### src/rtl/seq_alu_cmd_queue.sv
`default_nettype none
// ============================================================================
// Module      : seq_alu_cmd_queue
// Description : FIFO command buffer and one-per-cycle issuer for the
//               sequential ALU (valid/ready in, registered en/opcode/A/B out).
// Revision    : 1.0 - initial release
// ============================================================================
module seq_alu_cmd_queue #(
    parameter int DATA_W = 4,
    parameter int DEPTH  = 4,
    parameter int CNT_W  = 8
) (
    input  logic                     clk,
    input  logic                     rst,
    input  logic                     in_valid,
    output logic                     in_ready,
    input  logic [1:0]               in_opcode,
    input  logic [DATA_W-1:0]        in_a,
    input  logic [DATA_W-1:0]        in_b,
    input  logic                     hold,
    input  logic                     flush,
    output logic                     en,
    output logic [1:0]               opcode,
    output logic [DATA_W-1:0]        A,
    output logic [DATA_W-1:0]        B,
    output logic [$clog2(DEPTH):0]   count,
    output logic [CNT_W-1:0]         issued
);

    localparam int               PTR_W    = $clog2(DEPTH);
    localparam int               ENTRY_W  = 2 + 2 * DATA_W;
    localparam logic [PTR_W:0]   FULL_CNT = (PTR_W + 1)'(DEPTH);

    logic [ENTRY_W-1:0] mem [DEPTH];
    logic [PTR_W-1:0]   wptr;
    logic [PTR_W-1:0]   rptr;
    logic               push;
    logic               pop;

    // A full queue refuses input even if it pops this cycle: no pass-through.
    assign in_ready = (count != FULL_CNT) && !flush;
    assign push     = in_valid && in_ready;
    assign pop      = (count != '0) && !hold && !flush;

    always_ff @(posedge clk) begin
        if (rst && push) begin
            mem[wptr] <= {in_opcode, in_a, in_b};
        end
    end

    always_ff @(posedge clk) begin
        if (!rst) begin
            en     <= 1'b0;
            opcode <= 2'b00;
            A      <= '0;
            B      <= '0;
            count  <= '0;
            issued <= '0;
            wptr   <= '0;
            rptr   <= '0;
        end else begin
            en <= pop;
            // Outputs keep the last issued command while idle.
            if (pop) begin
                {opcode, A, B} <= mem[rptr];
                rptr           <= rptr + 1'b1;
                issued         <= issued + 1'b1;
            end
            if (flush) begin
                wptr  <= '0;
                rptr  <= '0;
                count <= '0;
            end else begin
                if (push) begin
                    wptr <= wptr + 1'b1;
                end
                case ({push, pop})
                    2'b10:   count <= count + 1'b1;
                    2'b01:   count <= count - 1'b1;
                    default: count <= count;
                endcase
            end
        end
    end

endmodule
`default_nettype wire
### config.mk
export PLATFORM = sky130hd
export DESIGN_NAME = seq_alu_cmd_queue
export DESIGN_NICKNAME = d
export VERILOG_FILES = /design/src/rtl/seq_alu_cmd_queue.sv
export SDC_FILE = /design/constraint.sdc
export NUM_CORES = 1
export LEC_CHECK = 0
export CAP_MARGIN = 20
export CORE_MARGIN = 5
export CORE_UTILIZATION = 45
export CTS_BUF_LIST = sky130_fd_sc_hd__clkbuf_4 sky130_fd_sc_hd__clkbuf_8 sky130_fd_sc_hd__clkbuf_16
export DETAILED_ROUTE_END_ITERATION = 8
export PLACE_DENSITY_LB_ADDON = 0.08
export SLEW_MARGIN = 30
export SYNTH_ARGS = -nofsm -noshare
export SYNTH_HDL_FRONTEND = slang
export SYNTH_SLANG_ARGS = --single-unit
### constraint.sdc
create_clock -name clk -period 3.2 [get_ports clk]
set_input_delay 0.32 -clock clk [delete_from_list [all_inputs] [get_ports clk]]
set_output_delay 0.32 -clock clk [all_outputs]
set_load 0.03 [all_outputs]
## Word level (Yosys, flattened, before mapping)

Memories as Yosys holds them, arrays and structs flattened. A register that Yosys moved wholly into a read port is not among the register bits.
Cells that the tools add are included.

- Add/subtract/negate cells: 5
- Multipliers: 0
- Divide/modulo/power cells: 0
- Order comparisons: 0
- Equal/unequal tests: 3
- Shift operators: 0
- Multiplexer cells: 3
- Bitwise gates (word level): 1
- Reduce and logical (&&, ||, !) cells: 11

Operators by type and width:

| operator | number |
|---|---|
| adder 8 x 1 -> 8 bit (second input constant) | 1 |
| case mux 3 bit (2 select lines) | 1 |
| logical AND 1 bit | 5 |
| adder 2 x 1 -> 2 bit (second input constant) | 2 |
| adder 3 x 1 -> 3 bit (second input constant) | 1 |
| zero test 1 bit | 3 |
| inequality test 3 bit (second input constant) | 1 |
| nonzero test 3 bit | 1 |
| subtractor 3 x 1 -> 3 bit (second input constant) | 1 |
| equality test 2 x 1 -> 1 bit (second input constant) | 1 |
| equality test 2 bit (second input constant) | 1 |
| two-way mux 1 bit | 2 |
| nonzero test 2 bit | 1 |
| OR reduction 2 bit | 1 |
| inverter 1 bit | 1 |

- Flip-flop bits (word level): 16
- Latch bits: 0
- RAM bits: 40
- Bits in read-only memories: 0
- Input bits: 15
- Output and inout bits: 23
- Word-level logic and storage cells: 29
- Memories: 1

Memory list:

| name | depth | width | read ports | clocked after Yosys merged registers in | wr ports | line | source |
|---|---|---|---|---|---|---|---|
| mem | 4 | 10 | 1 | 1 | 1 | 34 | `logic [ENTRY_W-1:0] mem [DEPTH];` |

## Depth between registers and ports, before layout

Gate-level depths: netlist of the first run.

- Word-level depth: 6
- Depth in mapped cells: 10
- Depth with buffers taken out: 9

## Worst setup path before layout of the first run

Ideal clock, no wire load.

- Path type: reg2reg
- Start point: reg count[2]
- End point: reg count[2]
- Setup time: 70 ps
- Arrival time: 2243 ps
- Required time: 3130 ps
- Slack: 886 ps
- Stages on the path, launching flop included: 10
- Buffers on the path: 0
- Clock period less this slack: 2314 ps
- Cells stage by stage: dfxtp_1 > nor3b_1 > nor2_1 > inv_1 > ha_1 > inv_1 > fa_1 > xor2_1 > or3_1 > a21oi_1

- Longest elaborated chain between the ends: 5
- Elaborated cells between the ends (all ways): 12
- Those cells by class: add/sub: 2; eq/ne: 3; mux: 1; reduce/logical: 6

Ends and longest elaborated chain:

| what | line | source |
|---|---|---|
| from (decl) | 26 | `output logic [$clog2(DEPTH):0] count,` |
| from (signal assigned) | 78 | `2'b10: count <= count + 1'b1;` |
| from (signal assigned) | 79 | `2'b01: count <= count - 1'b1;` |
| from (signal assigned) | 80 | `default: count <= count;` |
| inequality test 3 bit / nonzero test 3 bit (equally long branches) | 41, 43 |  |
| logical AND 1 bit (on tied branches) | 41, 43 |  |
| logical AND 1 bit (on tied branches) | 42, 43 |  |
| equality test 2 x 1 -> 1 bit / equality test 2 bit (equally long branches) | 77 | `case ({push, pop})` |
| case mux 3 bit (2 select lines) / nonzero test 2 bit (equally long branches) | - |  |

Several ways; a longest one is shown, not always the timed one.
A chain may end at the register's enable or synchronous reset.

## Final worst setup path of the first run

Same ends and word-level chain as after synthesis.

==> results of run 1 <==
synth_stat cells (all sizes together) (3+ instances only):
master | count | area, um^2
and3 | 4 | 25.0
o2bb2ai | 10 | 87.6
edfxtp | 40 | 1200
o31ai | 4 | 30.0
mux2i | 3 | 30.0
or4 | 4 | 30.0
nor4 | 3 | 37.5
inv | 9 | 33.8
ha | 6 | 75.1
nor2 | 7 | 26.3
nand2 | 14 | 52.6
buf | 7 | 33.8
nand2b | 5 | 31.3
dfxtp | 26 | 521
a21oi | 11 | 55.1
nand3 | 7 | 35.0
o21ai | 6 | 30.0
mux4 | 10 | 225
or3 | 3 | 18.8
placed cells by master (no fill, tap or decap), types with 5 or more instances in the layout:
cell and count:
a21oi_1 11, buf_4 5, clkbuf_8 9, clkdlybuf4s50_1 37, dfxtp_1 26, edfxtp_1 40
ha_1 6, inv_1 9, mux4_2 10, nand2_1 14, nand2b_1 5, nand3_1 7
nor2_1 7, o21ai_0 6, o2bb2ai_1 10
metrics by stage:
step / power (W) / hold WS [ns] / utilization [%] / instances / setup WS [ns]
after global placement: 0.00101 / 0.448 / 53.7 / 300 / 0.723
after global routing: 0.00181 / 0.487 / 57.3 / 316 / 0.593
after floorplan: 0.000970 / 0.419 / - / 192 / 0.886
after detailed placement: 0.00101 / 0.452 / 53.7 / 300 / 0.643
final: 0.00174 / 0.458 / 57.3 / 316 / 0.824
after CTS: 0.00175 / 0.462 / 57.3 / 316 / 0.830
flip-flops by register name (all words and copies together) (netlist names):
name / cells
A: 4
B: 4
count: 3
en: 1
issued: 8
mem: 40
opcode: 2
rptr: 2
wptr: 2
kinds of logic (layout without fill, tap and decap cells):
| family | Yosys count | in the layout | synth area share, % |
|---|---|---|---|
| DFF | 66 | 66 | 64.2 |
| buffers and inverters | 18 | 67 | 2.80 |
| xor gates and xnor gates | 2 | 2 | 0.654 |
| and+or+nand+nor | 55 | 55 | 11.7 |
| AOI/OAI and AO/OA | 31 | 31 | 7.56 |
| muxes | 13 | 13 | 9.52 |
| adders and majority gates | 7 | 7 | 3.55 |
final cells by class:
class,count,share of cell area [%]
Tap cell,75,2.80
Sequential cell,66,51.3
Clock buffer,10,3.92
Timing Repair Buffer,42,12.2
Clock inverter,6,2.43
Inverter,9,1.01
Multi-Input combinational cell,108,26.3
worst max-delay path: cells and delay by family (launching register included):
family / cells / cell delay (ns)
xor gates and xnor gates: 1 / 0.16
and+or+nand+nor: 3 / 0.89
AOI/OAI and AO/OA: 1 / 0.14
DFF: 1 / 0.42
buffers and inverters: 2 / 0.16
adders and majority gates: 2 / 0.56
routing by layer:
layer	vias to the layer above	track usage [%]
met5	-	0
met4	0	5.86
met3	6	4.54
met2	31	23.5
met1	830	18.6
li1	817	-
power breakdown:
part	switching (W)	internal (W)	leakage, nW
sequential	0.00000480	0.000908	0.571
combinational	0.0000427	0.0000358	0.400
clock	0.000304	0.000442	0.109
total	0.000351	0.00139	1.08
worst min-delay path by stage:
stage | start | endpoint | cells after the start
3_5_place_dp | A[2] | A[2] | 2
2_1_floorplan | in_b[0] | mem[0][0] | 0
5_1_grt | B[3] | B[3] | 2
4_1_cts | A[2] | A[2] | 2
3_3_place_gp | A[2] | A[2] | 2
6_report | A[2] | A[2] | 2
==> out/metrics.cfg, run 1 <==
[clock_tree]
cts_buffers=9
hold_buffers=0
cts_setup_buffers=0
cts_buffer_depth=2
cts_tree=built
worstSkewPairLatency_ns=0.33
cts.root.buffer_cell=clkbuf_8
h-tree-depth=3
ctsResizeCount=0
clock-sinks=66
clk_pin_slew_ns=0.07

[logic_synthesis]
syn-num-nets=214
synthDistinctLibCells=30
async_reset_ff_share_pct=0
syn-instance-count=192
syn_area_um2=2680
yosys_warnings=0
synth_ff_type=edfxtp_1
synth_seq_area_share_pct=64.2
synth_area_per_cell_um2=14.0
synth_edf_count=40
synth-seq-cells=66

[timing]
fin_tns_setup_ns=0
finalCritPeriodShare_pct=74.2
timing.fmax_mhz=421
min_period_ns=2.38
tightestPinTransition_ns=0.776
slew_headroom_pct=48.2
maxSlewViolCount=0
final_hold_viol_count=0
rsz0062_at_grt=no
fin_skew_ns=0.0112
setup_viol=0

[routing]
dr_wl_met2_mm=2.58
viasPerCell=5.33
drc=0
top_layer=met4
routedWlPerCell_um=16.0
via_count=1684
first_pass_iters=4
drt_iter0_drc=68
wl_met3_um=211
final_antenna_net_count=0
wl_met1_mm=2.20
drt_wl_total_mm=5.05

[setup_path]
critical_path_arrival_ns=2.64
startpoint=count[2]
reg2reg_from=count[2]
cp_cell_sequence=nor3b_1, nor2_1, inv_1, ha_1, inv_1, fa_1, xor2_1, or3_1, a21oi_1
crit_fanout=7
path_common_cell=inv_1
crit_type=flop to flop
critPathCapture=count[2]
reg2reg_depth=9
r2r_slack_ns=0.82
cp-end-kind=flop
worst_r2r_endpoint=count[2]
cp_slowest_stage_delay_ns=0.42
crit_path_top_delay_cell=dfxtp_1
required_ns=3.46
start_kind=flop

[flow_run]
drv_cap=0

[floorplan]
start_util_pct=45.8
core_um2=5850
rows=28
chipWidth_um=87.2
num_io_pins=38
die_y_um=87.2
dieArea_um2=7600

[layout]
multiInputGateArea_um2=883
area_growth_pct=25.1
stdcell_area_um2=3350
regArea_um2=1720
n_fill_cell=453
diodes=0
fin_nets=258
post_route_cells_drive_above_1_share_pct=14.1

[run_status]
status=complete, no violations

[pwr]
vdd_drop_max_v=0.000336
cellPowerDensity_nw_per_um2=518
p_leak_nw=1.08

[placed_design]
placed_cell_area_um2=3140
io_buffers=37
globalplace.congestion=0.698
hpwl_mm=3.38

[global_routing]
grt.overflow.total=0
grt_pass1_vias=1665
grt_first_pass_wirelength_mm=8.22
track_usage_pct=14.7
antenna_found_initial=0
grt_max_degree=18

[worst_hold_path]
hold_class=flop to flop

Note: power is estimated with default switching activity, not from simulation.
==> inputs of run 2 (changes only) <==
- clock period: 3.2 -> 2.3 ns (I/O delays scaled with it)
==> run 2 against run 1 <==
  * Final area is 3.5% higher
  * Critical path depth stayed put
  * Global-route usage is 1.3 points higher
  * Final cell count is 4.4% higher
  * Die area stayed put
  * Register-to-register slack worse by 0.61 ns
  * Clock skew is 0.0035 ns lower
  * Sequential share of layout area is 1.7 points lower
  * Utilization is 2.0 points higher
  * First-iteration DRC count is 18% lower
  * Critical path type unchanged
  * Sequential power is 39% higher
  * Setup slack worse by 0.61 ns
==> out/metrics.cfg, run 2 (synthesized netlist as in run 1, its figures left out) <==
[timing]
slew_headroom_pct=59.6
timing.fmax_mhz=479
rsz0062_at_grt=no
setup_viol=0
final_hold_viol_count=0
finalCritPeriodShare_pct=90.8
fin_ws_ns=0.211
fin_skew_ns=0.00768
min_period_ns=2.09
tightestPinTransition_ns=0.605
maxSlewViolCount=0

[setup_path]
critical_path_arrival_ns=2.33
crit_path_top_delay_cell=dfxtp_1
cp_cell_sequence=nor3b_2, nor2_1, inv_1, ha_1, inv_1, fa_1, xor2_1, or3_1, a21oi_1
required_ns=2.54
crit_fanout=7
cp_slowest_stage_delay_ns=0.39
crit_type=flop to flop
cp-end-kind=flop
path_common_cell=inv_1
start_kind=flop

[layout]
diodes=0
top_register=mem
largest_reg_flops=40
n_fill_cell=469
fin_nets=273
stdcell_area_um2=3470
final_common_cell=edfxtp_1
post_route_cells_drive_above_1_share_pct=19.6
area_growth_pct=29.6
mostFrequentLayoutCells=edfxtp_1, clkdlybuf4s50_1, dfxtp_1
top_regs=mem: 40 flops, issued: 8 flops

[clock_tree]
worstSkewPairLatency_ns=0.33
clock-sinks=66
cts_buffer_depth=2
cts_buffers=9
ctsResizeCount=0
cts_tree=built
hold_buffers=0
cts_setup_buffers=0
clk_pin_slew_ns=0.06
h-tree-depth=3
cts.root.buffer_cell=clkbuf_8

[global_routing]
grt.overflow.total=0
grt_max_degree=17
grt_pass1_vias=1848
track_usage_pct=16.0
antenna_found_initial=0
grt_first_pass_wirelength_mm=9.08

[floorplan]
num_io_pins=38
start_util_pct=45.8
dieArea_um2=7600
die_y_um=87.2
core_um2=5850
rows=28
chipWidth_um=87.2

[pwr]
pwr-share-comb_pct=4.9
vdd_drop_max_v=0.000692
p_seq_share_pct=52.5
p_leak_nw=1.16
p_sw_share_pct=19.1
clkPwrFrac_pct=42.7
cellPowerDensity_nw_per_um2=698
power.internal_w=0.00196
switchingPower_w=0.000462

[placed_design]
placed_cell_area_um2=3250
io_buffers=37
pre_cts_slack_ns=-0.106
hpwl_mm=3.95
globalplace.congestion=0.754

[routing]
drt_iter0_drc=56
first_pass_iters=4
final_antenna_net_count=0
top_layer=met4
wl_met1_mm=2.16
viasPerCell=5.37
drc=0
routedWlPerCell_um=16.4
dr_wl_met2_mm=2.96
drt_wl_total_mm=5.41
via_count=1773
wl_met3_um=216

[run_status]
status=complete, no violations

[worst_hold_path]
hold_class=flop to flop

[flow_run]
drv_cap=0

## run 2: layout make-up
class                   count  area, um^2  area share, %
flip-flops and latches     66        1720           49.6
multi-input cells         108         888           25.6
repair buffers             57         520           15.0
clock buffers              11         145           4.18
well taps                  75        93.8           2.70
clock inverters             4        67.6           1.95
inverters                   9        33.8          0.973
## run 2: path summary, 6_finish.rpt
check | slack, ns | end | from | cells after the start
worst min-delay path | 0.46 | A[0] | A[0] | 2
worst min register to register | 0.46 | A[0] | A[0] | 2
worst max register to register | 0.21 | count[2] | count[0] | 9
worst max-delay path | 0.21 | count[2] | count[0] | 9
## run 2: power groups by stage
stage | combinational [W] | clock (W) | sequential, W
after CTS | 0.000119 | 0.00106 | 0.00127
final | 0.000118 | 0.00103 | 0.00127
after detailed placement | 0.000119 | 0 | 0.00130
after floorplan | 0.0000472 | 0 | 0.00130
after global placement | 0.000114 | 0 | 0.00130
after global routing | 0.000129 | 0.00113 | 0.00127
## run 2: critical path, delay by kind of cell, from the launching register on
| kind | cells | cell delay [ns] |
|---|---|---|
| simple gates | 3 | 0.64 |
| fa+ha+maj | 2 | 0.54 |
| flops | 1 | 0.39 |
| xor+xnor | 1 | 0.16 |
| compound gates | 1 | 0.16 |
| buf+inv | 2 | 0.12 |
## run 2: through the flow
step           power (W)  utilization (%)  std cells  hold WS (ns)  setup TNS, ns
3_3_place_gp     0.00141             55.6        315         0.449              0
4_1_cts          0.00245             59.3        330         0.464              0
5_1_grt          0.00253             59.3        330         0.493              0
3_5_place_dp     0.00142             55.6        315         0.455         -0.106
2_1_floorplan    0.00135                -        192         0.329              0
6_report         0.00242             59.3        330         0.459              0
## run 2: routing by layer
layer	vias up	track usage, %
li1	844	-
met1	890	18.1
met2	33	28.6
met3	6	3.50
met4	0	7.11
met5	-	0
==> inputs of run 3 (changes only) <==
- SETUP_SLACK_MARGIN: unset -> 0.2
==> run 3 against run 2 <==
  * Die area unchanged
  * Non-clock buffer count is 1 lower
  * Final area decreased by 0.14%
  * Clock-buffer cell count down 2
  * Utilization shrank 0.085 points
  * Critical endpoint unchanged
  * Largest cell class unchanged
==> out/metrics.cfg, run 3 (synthesized netlist as in run 1, its figures left out) <==
[run_status]
status=complete, no violations

[layout]
top_regs=mem: 40 flops, issued: 8 flops
top_register=mem
area_growth_pct=29.4
final_common_cell=edfxtp_1
n_fill_cell=471
fin_cells=330
finish.utilization_pct=59.3
diodes=0
largest_reg_flops=40
mostFrequentLayoutCells=edfxtp_1, clkdlybuf4s50_1, dfxtp_1
fin_nets=272
post_route_cells_drive_above_1_share_pct=23.1

[routing]
routedWlPerCell_um=15.3
drt_wl_total_mm=5.05
viasPerCell=5.25
drc=0
via_count=1731
drt_iter0_drc=49
first_pass_iters=4
final_antenna_net_count=0

[setup_path]
cp_slowest_stage_delay_ns=0.39
crit_path_top_delay_cell=or3_1
crit_fanout=4
worst_r2r_endpoint=count[2]
r2r_slack_ns=0.30
required_ns=2.56
critical_path_arrival_ns=2.26
start_kind=flop
path_common_cell=inv_1
crit_type=flop to flop
reg2reg_from=count[1]
cp_cell_sequence=nor3b_4, nor2_2, inv_1, ha_2, inv_1, fa_2, xor2_1, or3_1, a21oi_2
startpoint=count[1]
reg2reg_depth=9
cp-end-kind=flop

[clock_tree]
hold_buffers=0
cts_buffers=9
clk_pin_slew_ns=0.07
cts.root.buffer_cell=clkbuf_8
cts_tree=built
h-tree-depth=3
cts_buffer_depth=2
worstSkewPairLatency_ns=0.33
clock-sinks=66

[worst_hold_path]
min_to=issued[1]
whs_path_depth=4
holdCritStartpoint=flush
hold_class=input pin to flop

[floorplan]
start_util_pct=45.8
core_um2=5850
rows=28
dieArea_um2=7600
die_y_um=87.2
chipWidth_um=87.2
num_io_pins=38

[timing]
maxSlewViolCount=0
finalCritPeriodShare_pct=87.1
rsz0062_at_grt=yes
fin_skew_ns=0.00717
min_period_ns=2.00
slew_headroom_pct=60.7
timing.fmax_mhz=499
setup_viol=0
tightestPinTransition_ns=0.589
final_hold_viol_count=0

[placed_design]
globalplace.congestion=0.723
io_buffers=37
hpwl_mm=3.54
placed_cells=310

[global_routing]
grt_first_pass_wirelength_mm=8.36
grt_max_degree=17
grt_pass1_vias=1699
track_usage_pct=14.9
antenna_found_initial=0
grt.overflow.total=0

[pwr]
vdd_drop_max_v=0.000432
cellPowerDensity_nw_per_um2=650
fin_total_pwr_w=0.00225
p_leak_nw=1.14

[flow_run]
drv_cap=0

-- run 3: layout make-up --
cell class	instances	area [um^2]	share of cell area [%]
sequential	66	1730	50.0
multi-input combinational	108	908	26.2
timing repair buffer	56	515	14.9
clock buffer	9	124	3.57
tap	75	93.8	2.71
clock inverter	7	58.8	1.70
inverter	9	33.8	0.974
-- run 3: repair_timing --
| item | in CTS | in global routing |
|---|---|---|
| resized for setup | 1 | 9 |
| endpoints found under the setup margin | 1 | 1 |
| setup buffers | 0 | 4 |
| pin swaps | 0 | 6 |
-- run 3: per-stage QoR --
step	hold WS, ns	setup TNS (ns)	worst slack [ns]	cell area, um^2
finish	0.279	0	0.297	3470
global route	0.311	0	0.184	3470
CTS	0.468	0	0.218	3410
detailed placement	0.458	-0.0882	-0.0882	3220
global placement	0.449	-0.0225	-0.0225	3220
floorplan	0.329	0	0.207	2690
-- run 3: how the worst max path moves through the flow --
stage	end	slack (ns)	depth (start not counted)
finish	count[2]	0.30	9
CTS	count[2]	0.22	9
global route	count[2]	0.18	9
detailed placement	count[2]	-0.09	9
global placement	count[2]	-0.02	9
floorplan	count[2]	0.21	10
-- run 3: critical path, delay by kind of cell (launching register included) --
| family | cells | cell delay (ns) |
|---|---|---|
| simple gates | 3 | 0.68 |
| buf+inv | 2 | 0.11 |
| xor+xnor | 1 | 0.16 |
| fa+ha+maj | 2 | 0.50 |
| flops | 1 | 0.36 |
| compound gates | 1 | 0.11 |
-- run 3: metal layers --
layer	vias to the layer above	part of all wire, %	track usage (%)
li1	844	-	-
met1	844	41	17.7
met2	33	52	24.8
met3	10	4.9	3.97
met4	0	1.8	7.53
met5	-	0	0
-- run 3: power by group --
part           total [W]  switching, W  internal [W]  leakage [nW]
sequential       0.00127    0.00000662       0.00126         0.573
clock           0.000870      0.000463      0.000407        0.0872
combinational   0.000118     0.0000618     0.0000565         0.483
total            0.00225      0.000531       0.00172          1.14
